<file path="src/rtl/regfile_pkg.sv">
// Shared defaults, counter opcodes and bus-slicing helper for the scoreboarded
// register file.
package regfile_pkg;

  localparam int DEF_DATA_W = 32;
  localparam int DEF_ADDR_W = 5;
  localparam int DEF_CNT_W  = 2;
  localparam int CNT_MAX    = (1 << DEF_CNT_W) - 1;

  typedef enum logic [1:0] {
    CNT_HOLD,
    CNT_UP,
    CNT_DOWN,
    CNT_CLR
  } cnt_op_e;

  // Low bit of field idx in a packed bus of width-bit fields.
  function automatic int port_lsb(input int idx, input int width);
    return idx * width;
  endfunction

endpackage

</file>
<file path="src/rtl/regfile_sb_if.sv">
// Decode/write-back bus of the scoreboarded register file; master is the
// pipeline, slave is the register file.
interface regfile_sb_if
  import regfile_pkg::*;
#(
  parameter int DATA_W = DEF_DATA_W,
  parameter int ADDR_W = DEF_ADDR_W,
  parameter int NRD    = 2,
  parameter int CNT_W  = DEF_CNT_W
);
  logic                     flush;
  logic [NRD-1:0]           rd_en;
  logic [NRD*ADDR_W-1:0]    rd_addr;
  logic [NRD*DATA_W-1:0]    rd_data;
  logic [NRD-1:0]           rd_busy;
  logic                     iss_valid;
  logic                     iss_we;
  logic [ADDR_W-1:0]        iss_dst;
  logic                     iss_stall;
  logic                     wb_valid;
  logic [ADDR_W-1:0]        wb_addr;
  logic [DATA_W-1:0]        wb_data;
  logic [ADDR_W+CNT_W-1:0]  outstanding;
  logic                     err_wb;

  modport master (
    output flush, rd_en, rd_addr, iss_valid, iss_we, iss_dst,
           wb_valid, wb_addr, wb_data,
    input  rd_data, rd_busy, iss_stall, outstanding, err_wb
  );

  modport slave (
    input  flush, rd_en, rd_addr, iss_valid, iss_we, iss_dst,
           wb_valid, wb_addr, wb_data,
    output rd_data, rd_busy, iss_stall, outstanding, err_wb
  );
endinterface

</file>
<file path="src/rtl/regfile_sb_counter.sv">
// Per-register pending-write counter: saturating up/down with synchronous
// clear; a decrement at zero is reported as underflow and does not wrap.
module sb_counter
  import regfile_pkg::*;
#(
  parameter int CNT_W = DEF_CNT_W
) (
  input  logic             clk,
  input  logic             rst_n,
  input  logic             inc,
  input  logic             dec,
  input  logic             clr,
  output logic [CNT_W-1:0] cnt,
  output logic             zero,
  output logic             full,
  output logic             underflow
);
  localparam logic [CNT_W-1:0] TOP = {CNT_W{1'b1}};
  localparam logic [CNT_W-1:0] ONE = CNT_W'(1);

  logic [CNT_W-1:0] cnt_reg, cnt_next;
  cnt_op_e          op;

  // Simultaneous inc and dec cancel, so they fall through to HOLD.
  always_comb begin
    op = CNT_HOLD;
    if (clr)
      op = CNT_CLR;
    else if (inc && !dec && cnt_reg != TOP)
      op = CNT_UP;
    else if (dec && !inc && cnt_reg != '0)
      op = CNT_DOWN;
  end

  always_comb begin
    cnt_next = cnt_reg;
    case (op)
      CNT_CLR:  cnt_next = '0;
      CNT_UP:   cnt_next = cnt_reg + ONE;
      CNT_DOWN: cnt_next = cnt_reg - ONE;
      default:  cnt_next = cnt_reg;
    endcase
  end

  always_ff @(posedge clk or negedge rst_n) begin
    if (!rst_n)
      cnt_reg <= '0;
    else
      cnt_reg <= cnt_next;
  end

  assign cnt       = cnt_reg;
  assign zero      = (cnt_reg == '0);
  assign full      = (cnt_reg == TOP);
  assign underflow = dec && !inc && !clr && (cnt_reg == '0);
endmodule

</file>
<file path="src/rtl/regfile_sb.sv">
// Decode-stage register file: NRD combinational read ports, one write-back
// port with optional same-cycle bypass, and a per-register pending-write scoreboard.
module regfile_sb
  import regfile_pkg::*;
#(
  parameter int DATA_W  = DEF_DATA_W,
  parameter int ADDR_W  = DEF_ADDR_W,
  parameter int NRD     = 2,
  parameter int CNT_W   = DEF_CNT_W,
  parameter int ZERO_R0 = 1,
  parameter int BYPASS  = 1
) (
  input logic         clk,
  input logic         rst_n,
  regfile_sb_if.slave bus
);
  localparam int               NREG    = 1 << ADDR_W;
  localparam int               OUT_W   = ADDR_W + CNT_W;
  localparam bit               Z0      = (ZERO_R0 != 0);
  localparam bit               BYP     = (BYPASS != 0);
  localparam logic [CNT_W-1:0] CNT_ONE = CNT_W'(1);
  localparam logic [OUT_W-1:0] OUT_ONE = OUT_W'(1);

  logic [DATA_W-1:0]     rf_q [NREG];
  logic [CNT_W-1:0]      cnt  [NREG];
  logic [NREG-1:0]       cnt_zero, cnt_full, cnt_uflow, inc_hit, dec_hit;
  logic [NRD-1:0]        busy_vec;
  logic [NRD*DATA_W-1:0] rd_data_all;
  logic                  wb_dec, iss_inc, dst_full, src_busy, stall;
  logic [OUT_W-1:0]      outstanding_reg, outstanding_next;
  logic                  err_reg;

  assign wb_dec = bus.wb_valid && !(Z0 && bus.wb_addr == '0);

  for (genvar gi = 0; gi < NREG; gi++) begin : g_reg
    logic [DATA_W-1:0] data_reg;

    assign dec_hit[gi] = wb_dec && (bus.wb_addr == ADDR_W'(gi));
    assign inc_hit[gi] = iss_inc && (bus.iss_dst == ADDR_W'(gi));

    // Register write is independent of flush: the data path never squashes.
    always_ff @(posedge clk or negedge rst_n) begin
      if (!rst_n)
        data_reg <= '0;
      else if (dec_hit[gi])
        data_reg <= bus.wb_data;
    end
    assign rf_q[gi] = data_reg;

    sb_counter #(.CNT_W(CNT_W)) u_cnt (
      .clk       (clk),
      .rst_n     (rst_n),
      .inc       (inc_hit[gi]),
      .dec       (dec_hit[gi]),
      .clr       (bus.flush),
      .cnt       (cnt[gi]),
      .zero      (cnt_zero[gi]),
      .full      (cnt_full[gi]),
      .underflow (cnt_uflow[gi])
    );
  end

  for (genvar gi = 0; gi < NRD; gi++) begin : g_rd
    logic [ADDR_W-1:0] addr;
    logic [DATA_W-1:0] val;
    logic              is_r0, fwd, retire;

    assign addr   = bus.rd_addr[port_lsb(gi, ADDR_W) +: ADDR_W];
    assign is_r0  = Z0 && (addr == '0);
    assign fwd    = BYP && bus.wb_valid && (bus.wb_addr == addr);
    assign retire = BYP && wb_dec && (bus.wb_addr == addr);

    always_comb begin
      val = rf_q[addr];
      if (fwd)
        val = bus.wb_data;
      if (is_r0)
        val = '0;
    end
    assign rd_data_all[port_lsb(gi, DATA_W) +: DATA_W] = val;

    // A lone pending write retiring this cycle is covered by the bypass.
    assign busy_vec[gi] = !is_r0 && !cnt_zero[addr] &&
                          !(retire && cnt[addr] == CNT_ONE);
  end

  assign src_busy = |(bus.rd_en & busy_vec);
  assign dst_full = bus.iss_we && cnt_full[bus.iss_dst] &&
                    !(wb_dec && bus.wb_addr == bus.iss_dst);
  assign stall    = bus.iss_valid && (src_busy || dst_full || bus.flush);
  assign iss_inc  = bus.iss_valid && bus.iss_we && !stall &&
                    !(Z0 && bus.iss_dst == '0);

  always_comb begin
    outstanding_next = outstanding_reg;
    if (bus.flush) begin
      outstanding_next = '0;
    end else begin
      if (iss_inc)
        outstanding_next = outstanding_next + OUT_ONE;
      if (wb_dec && !(|cnt_uflow))
        outstanding_next = outstanding_next - OUT_ONE;
    end
  end

  always_ff @(posedge clk or negedge rst_n) begin
    if (!rst_n) begin
      outstanding_reg <= '0;
      err_reg         <= 1'b0;
    end else begin
      outstanding_reg <= outstanding_next;
      if (|cnt_uflow)
        err_reg <= 1'b1;
    end
  end

  assign bus.rd_data     = rd_data_all;
  assign bus.rd_busy     = busy_vec;
  assign bus.iss_stall   = stall;
  assign bus.outstanding = outstanding_reg;
  assign bus.err_wb      = err_reg;
endmodule

</file>
<file path="src/flat_wrapper.sv">
// flat-port wrapper written by rule: the top's interface ports become plain ports
module regfile_sb_flat import regfile_pkg::*;
#(
  parameter int DATA_W  = DEF_DATA_W,
  parameter int ADDR_W  = DEF_ADDR_W,
  parameter int NRD     = 2,
  parameter int CNT_W   = DEF_CNT_W,
  parameter int ZERO_R0 = 1,
  parameter int BYPASS  = 1
)
  (clk, rst_n, bus_flush, bus_rd_en, bus_rd_addr, bus_iss_valid, bus_iss_we, bus_iss_dst, bus_wb_valid, bus_wb_addr, bus_wb_data, bus_rd_data, bus_rd_busy, bus_iss_stall, bus_outstanding, bus_err_wb);
  regfile_sb_if #(.DATA_W(DATA_W), .ADDR_W(ADDR_W), .NRD(NRD), .CNT_W(CNT_W)) bus_i ();
  input logic clk;
  input logic rst_n;
  input wire logic [$bits(bus_i.flush)-1:0] bus_flush;
  input wire logic [$bits(bus_i.rd_en)-1:0] bus_rd_en;
  input wire logic [$bits(bus_i.rd_addr)-1:0] bus_rd_addr;
  input wire logic [$bits(bus_i.iss_valid)-1:0] bus_iss_valid;
  input wire logic [$bits(bus_i.iss_we)-1:0] bus_iss_we;
  input wire logic [$bits(bus_i.iss_dst)-1:0] bus_iss_dst;
  input wire logic [$bits(bus_i.wb_valid)-1:0] bus_wb_valid;
  input wire logic [$bits(bus_i.wb_addr)-1:0] bus_wb_addr;
  input wire logic [$bits(bus_i.wb_data)-1:0] bus_wb_data;
  output wire logic [$bits(bus_i.rd_data)-1:0] bus_rd_data;
  output wire logic [$bits(bus_i.rd_busy)-1:0] bus_rd_busy;
  output wire logic [$bits(bus_i.iss_stall)-1:0] bus_iss_stall;
  output wire logic [$bits(bus_i.outstanding)-1:0] bus_outstanding;
  output wire logic [$bits(bus_i.err_wb)-1:0] bus_err_wb;
  assign bus_i.flush = bus_flush;
  assign bus_i.rd_en = bus_rd_en;
  assign bus_i.rd_addr = bus_rd_addr;
  assign bus_i.iss_valid = bus_iss_valid;
  assign bus_i.iss_we = bus_iss_we;
  assign bus_i.iss_dst = bus_iss_dst;
  assign bus_i.wb_valid = bus_wb_valid;
  assign bus_i.wb_addr = bus_wb_addr;
  assign bus_i.wb_data = bus_wb_data;
  assign bus_rd_data = bus_i.rd_data;
  assign bus_rd_busy = bus_i.rd_busy;
  assign bus_iss_stall = bus_i.iss_stall;
  assign bus_outstanding = bus_i.outstanding;
  assign bus_err_wb = bus_i.err_wb;
  regfile_sb #(.DATA_W(DATA_W), .ADDR_W(ADDR_W), .NRD(NRD), .CNT_W(CNT_W), .ZERO_R0(ZERO_R0), .BYPASS(BYPASS)) u_core (.clk(clk), .rst_n(rst_n), .bus(bus_i));
endmodule
</file>
<file path="config.mk">
export PLATFORM = sky130hd
export DESIGN_NAME = regfile_sb_flat
export DESIGN_NICKNAME = d
export VERILOG_FILES = /design/src/rtl/regfile_pkg.sv /design/src/rtl/regfile_sb_if.sv /design/src/rtl/regfile_sb_counter.sv /design/src/rtl/regfile_sb.sv /design/src/flat_wrapper.sv
export SDC_FILE = /design/constraint.sdc
export NUM_CORES = 2
export LEC_CHECK = 0
export CORE_ASPECT_RATIO = 1.5
export CORE_MARGIN = 2
export CORE_UTILIZATION = 65
export CTS_CLUSTER_SIZE = 14
export DETAILED_ROUTE_END_ITERATION = 8
export GPL_ROUTABILITY_DRIVEN = 1
export PLACE_DENSITY = 0.88
export SLEW_MARGIN = 20
export SYNTH_ARGS = -nofsm -noshare
export SYNTH_HDL_FRONTEND = slang
export SYNTH_SLANG_ARGS = --single-unit
export TNS_END_PERCENT = 5
</file>
<file path="constraint.sdc">
create_clock -name clk -period 12.2 [get_ports clk]
set_clock_uncertainty 0.1 [all_clocks]
set_input_delay 3.66 -clock clk [delete_from_list [all_inputs] [get_ports clk]]
set_output_delay 3.66 -clock clk [all_outputs]
set_load 0.05 [all_outputs]
</file>
==> metrics.csv <==
stage,metric,value,unit
cells_and_area,layout.cells.non_filler,6577,
synthesis,yosysSeqAreaShare,43.3,%
cells_and_area,multi_input_area,33900,um2
cells_and_area,drive_above_1_share,31.9,%
synthesis,synthXorXnorAreaFrac,0.771,%
cts,cts_setup_buffers,0,
cells_and_area,largest_reg_flops,1024,
synthesis,syn-num-nets,5498,
detailed_routing,drt_wl_total,230000,um
worst_setup_path,critPathCaptureType,output port,
timing,setup_violations,0,
cells_and_area,ff_latch_area,27400,um2
synthesis,synthMuxAreaShare,34.7,%
power,power_density,162,nW/um2
timing,post-route-min-period,11.53,ns
global_routing,grt_pass1_wl,337000,um
cts,cts_root_buf,clkbuf_16,
worst_setup_path,rr_startpoint,u_core.g_reg[12].u_cnt.cnt[0]$_DFFE_PN0P_,
detailed_routing,vias,52067,
place,place_hpwl,125000,um
floorplan,dieArea,99900,um2
synthesis,synth_area,63300,um2
timing,max_slew_margin,15.8,%
timing,drv_slew,0,
worst_setup_path,slowest_stage,buf_8,
cts,clock_latency,0.75,ns
timing,hold_viol,0,
cells_and_area,final_cell_mix,"1164 x nand2_1, 1096 x dfrtp_1, 673 x mux2_2, 559 x mux4_2, 194 x nor2_1",
worst_setup_path,startpoint,bus_rd_addr[6],
floorplan,die_y,386,um
job,maxCapViolations,0,
worst_setup_path,cpMostUsedCell,mux4_2,
worst_setup_path,cp_max_fo,98,
synthesis,synthDominantAreaCellType,dfrtp_1,
cts,cts_buffer_depth,3,
cts,cts_tree,done,
timing,fmax,86.7,MHz
synthesis,synthArstFlopShare,100,%
synthesis,avgSynthCellArea,11.8,um2
worst_setup_path,crit_required,8.44,ns
synthesis,synth_area_leaders,"dfrtp_1 43%, mux4_2 20%, mux2_2 12%",
cells_and_area,syn_to_final_growth,9.08,%
global_routing,grt_use_total,46.3,%
timing,setup_tns,0,ns
synthesis,synthDistinctLibCells,73,
synthesis,yosys_warnings,0,
cts,clock_sinks,1096,
timing,rsz0062_at_grt,no,
cells_and_area,nNetsFinal,5335,
worst_setup_path,slowest_delay,0.75,ns
detailed_routing,ant_nets,0,
floorplan,core,96900,um2
synthesis,synth_top_family_by_area,multiplexers,
place,place_inst,6382,
floorplan,die_w,259,um
timing,worst_slew_pin_slew,1.26,ns
worst_setup_path,crit_buf_inv,3,
detailed_routing,drt_iter0_drc,9285,
worst_setup_path,crit_family,buffers and inverters,
cts,numCtsBuffers,100,
cts,cts_resized,0,
worst_setup_path,crit_chain,buf_8 > buf_4 > mux4_2 > mux4_2 > mux2i_1 > a211oi_1 > clkdlybuf4s50_1,
detailed_routing,dr.pass1.iters,8,
cts,ctsHoldBuffers,0,
synthesis,synth_cells,5372,
synthesis,synthAdderAreaFrac,1.30,%
global_routing,grt_pass1_vias,53167,
cells_and_area,layout_commonest_cell,nand2_1,
synthesis,synth-simple-area-share,11.0,%
floorplan,start_util,65.3,%
detailed_routing,via_per_inst,7.92,
power,leakage,30.8,nW
power,peakVddDrop,0.117,mV
cells_and_area,fill_cells,5756,
global_routing,grt_overflow,0,
timing,timing.final.crit_share,94.5,%
worst_setup_path,start_kind,input pin,
cts,clk_pin_slew,0.07,ns
synthesis,synth_compound_area_share,5.29,%
synthesis,synth_top_area_share,43.3,%
place,io_buffers,134,
worst_setup_path,critPathArrivalTime,7.77,ns
detailed_routing,drc,0,
cts,h-tree-depth,3,
worst_setup_path,critPathKind,input pin to output port,
floorplan,io_pins,135,
min_path,holdCritPathClass,flop to flop,
min_path,hp-start,u_core.g_reg[0].data_reg[30]$_DFFE_PN0P_,
detailed_routing,wl_per_cell,35.0,um
synthesis,synthFlopType,dfrtp_1,
synthesis,ys_ff_latch,1096,
floorplan,rows,140,
place,gp_congestion,1.07,
global_routing,grt_start_max_net_pins,148,
synthesis,synth-edff-count,0,
status,status,"complete, no violations",
global_routing,antenna_found_initial,13,
-- worst register-to-register path: cells and delay by family (launching register included) --
family	cells	cell delay, ns
DFF	1	0.48
AOI/OAI and AO/OA	4	1.32
and+or+nand+nor	7	3.34
muxes	1	0.38
-- layout make-up --
class	instances	area share [%]
multi-input cells	3692	49.1
clock inverters	30	0.598
inverters	52	0.294
repair buffers	267	3.67
diodes	12	0.0435
well taps	1278	2.32
flip-flops and latches	1096	39.7
clock buffers	150	4.25
-- path summary, 6_finish.rpt --
check | cells after the start | slack (ns) | endpoint
min in group asynchronous | 1 | 2.87 | u_core.g_reg[13].u_cnt.cnt[1]$_DFFE_PN0P_
worst min-delay path | 0 | 0.30 | u_core.g_reg[0].data_reg[30]$_DFFE_PN0P_
worst max-delay path | 7 | 0.67 | bus_rd_data[36]
worst min register to register | 0 | 0.30 | u_core.g_reg[0].data_reg[30]$_DFFE_PN0P_
max in group asynchronous | 3 | 6.76 | u_core.g_reg[28].data_reg[30]$_DFFE_PN0P_
worst max register to register | 12 | 6.47 | u_core.bus.outstanding[6]$_DFF_PN0_
-- metal layers --
layer | vias up | GRT usage, % | part of all wire [%]
met3 | 1997 | 20.9 | 16
met2 | 5552 | 66.0 | 43
met1 | 25308 | 53.0 | 30
li1 | 19200 | - | -
met4 | 10 | 40.2 | 11
met5 | - | 0.244 | 0.050
-- cell usage after synthesis (all sizes together), types with 47 or more instances --
master / number
mux2i: 181
o21ai: 112
ha: 66
clkbuf: 449
mux2: 673
a211oi: 47
nand3: 52
dfrtp: 1096
nand2: 1173
inv: 50
a221oi: 69
buf: 83
or2: 66
mux4: 559
nor2: 215
a21oi: 64
-- metrics by stage --
step / hold WS, ns / setup WS [ns] / util, % / area (um2) / power (W)
floorplan: 0.341 / 0.843 / - / 63300 / 0.00680
global placement: 0.277 / 1.08 / 67.8 / 65600 / 0.00752
detailed placement: 0.284 / 1.03 / 67.8 / 65600 / 0.00772
CTS: 0.300 / 1.01 / 71.2 / 69000 / 0.0110
global route: 0.310 / 0.729 / 71.2 / 69000 / 0.0115
finish: 0.298 / 0.672 / 71.3 / 69000 / 0.0112
-- cells by family after synthesis --
family | Yosys count
and+or+nand+nor | 1678
muxes | 1413
DFF | 1096
buffers and inverters | 584
AOI/OAI and AO/OA | 481
adders and majority gates | 66
xor gates and xnor gates | 54
-- power breakdown --
group | switching (W) | internal [W]
clock | 0.00151 | 0.00182
sequential | 0.000681 | 0.00432
combinational | 0.00145 | 0.00143
Note: power is estimated with default switching activity, not from simulation.
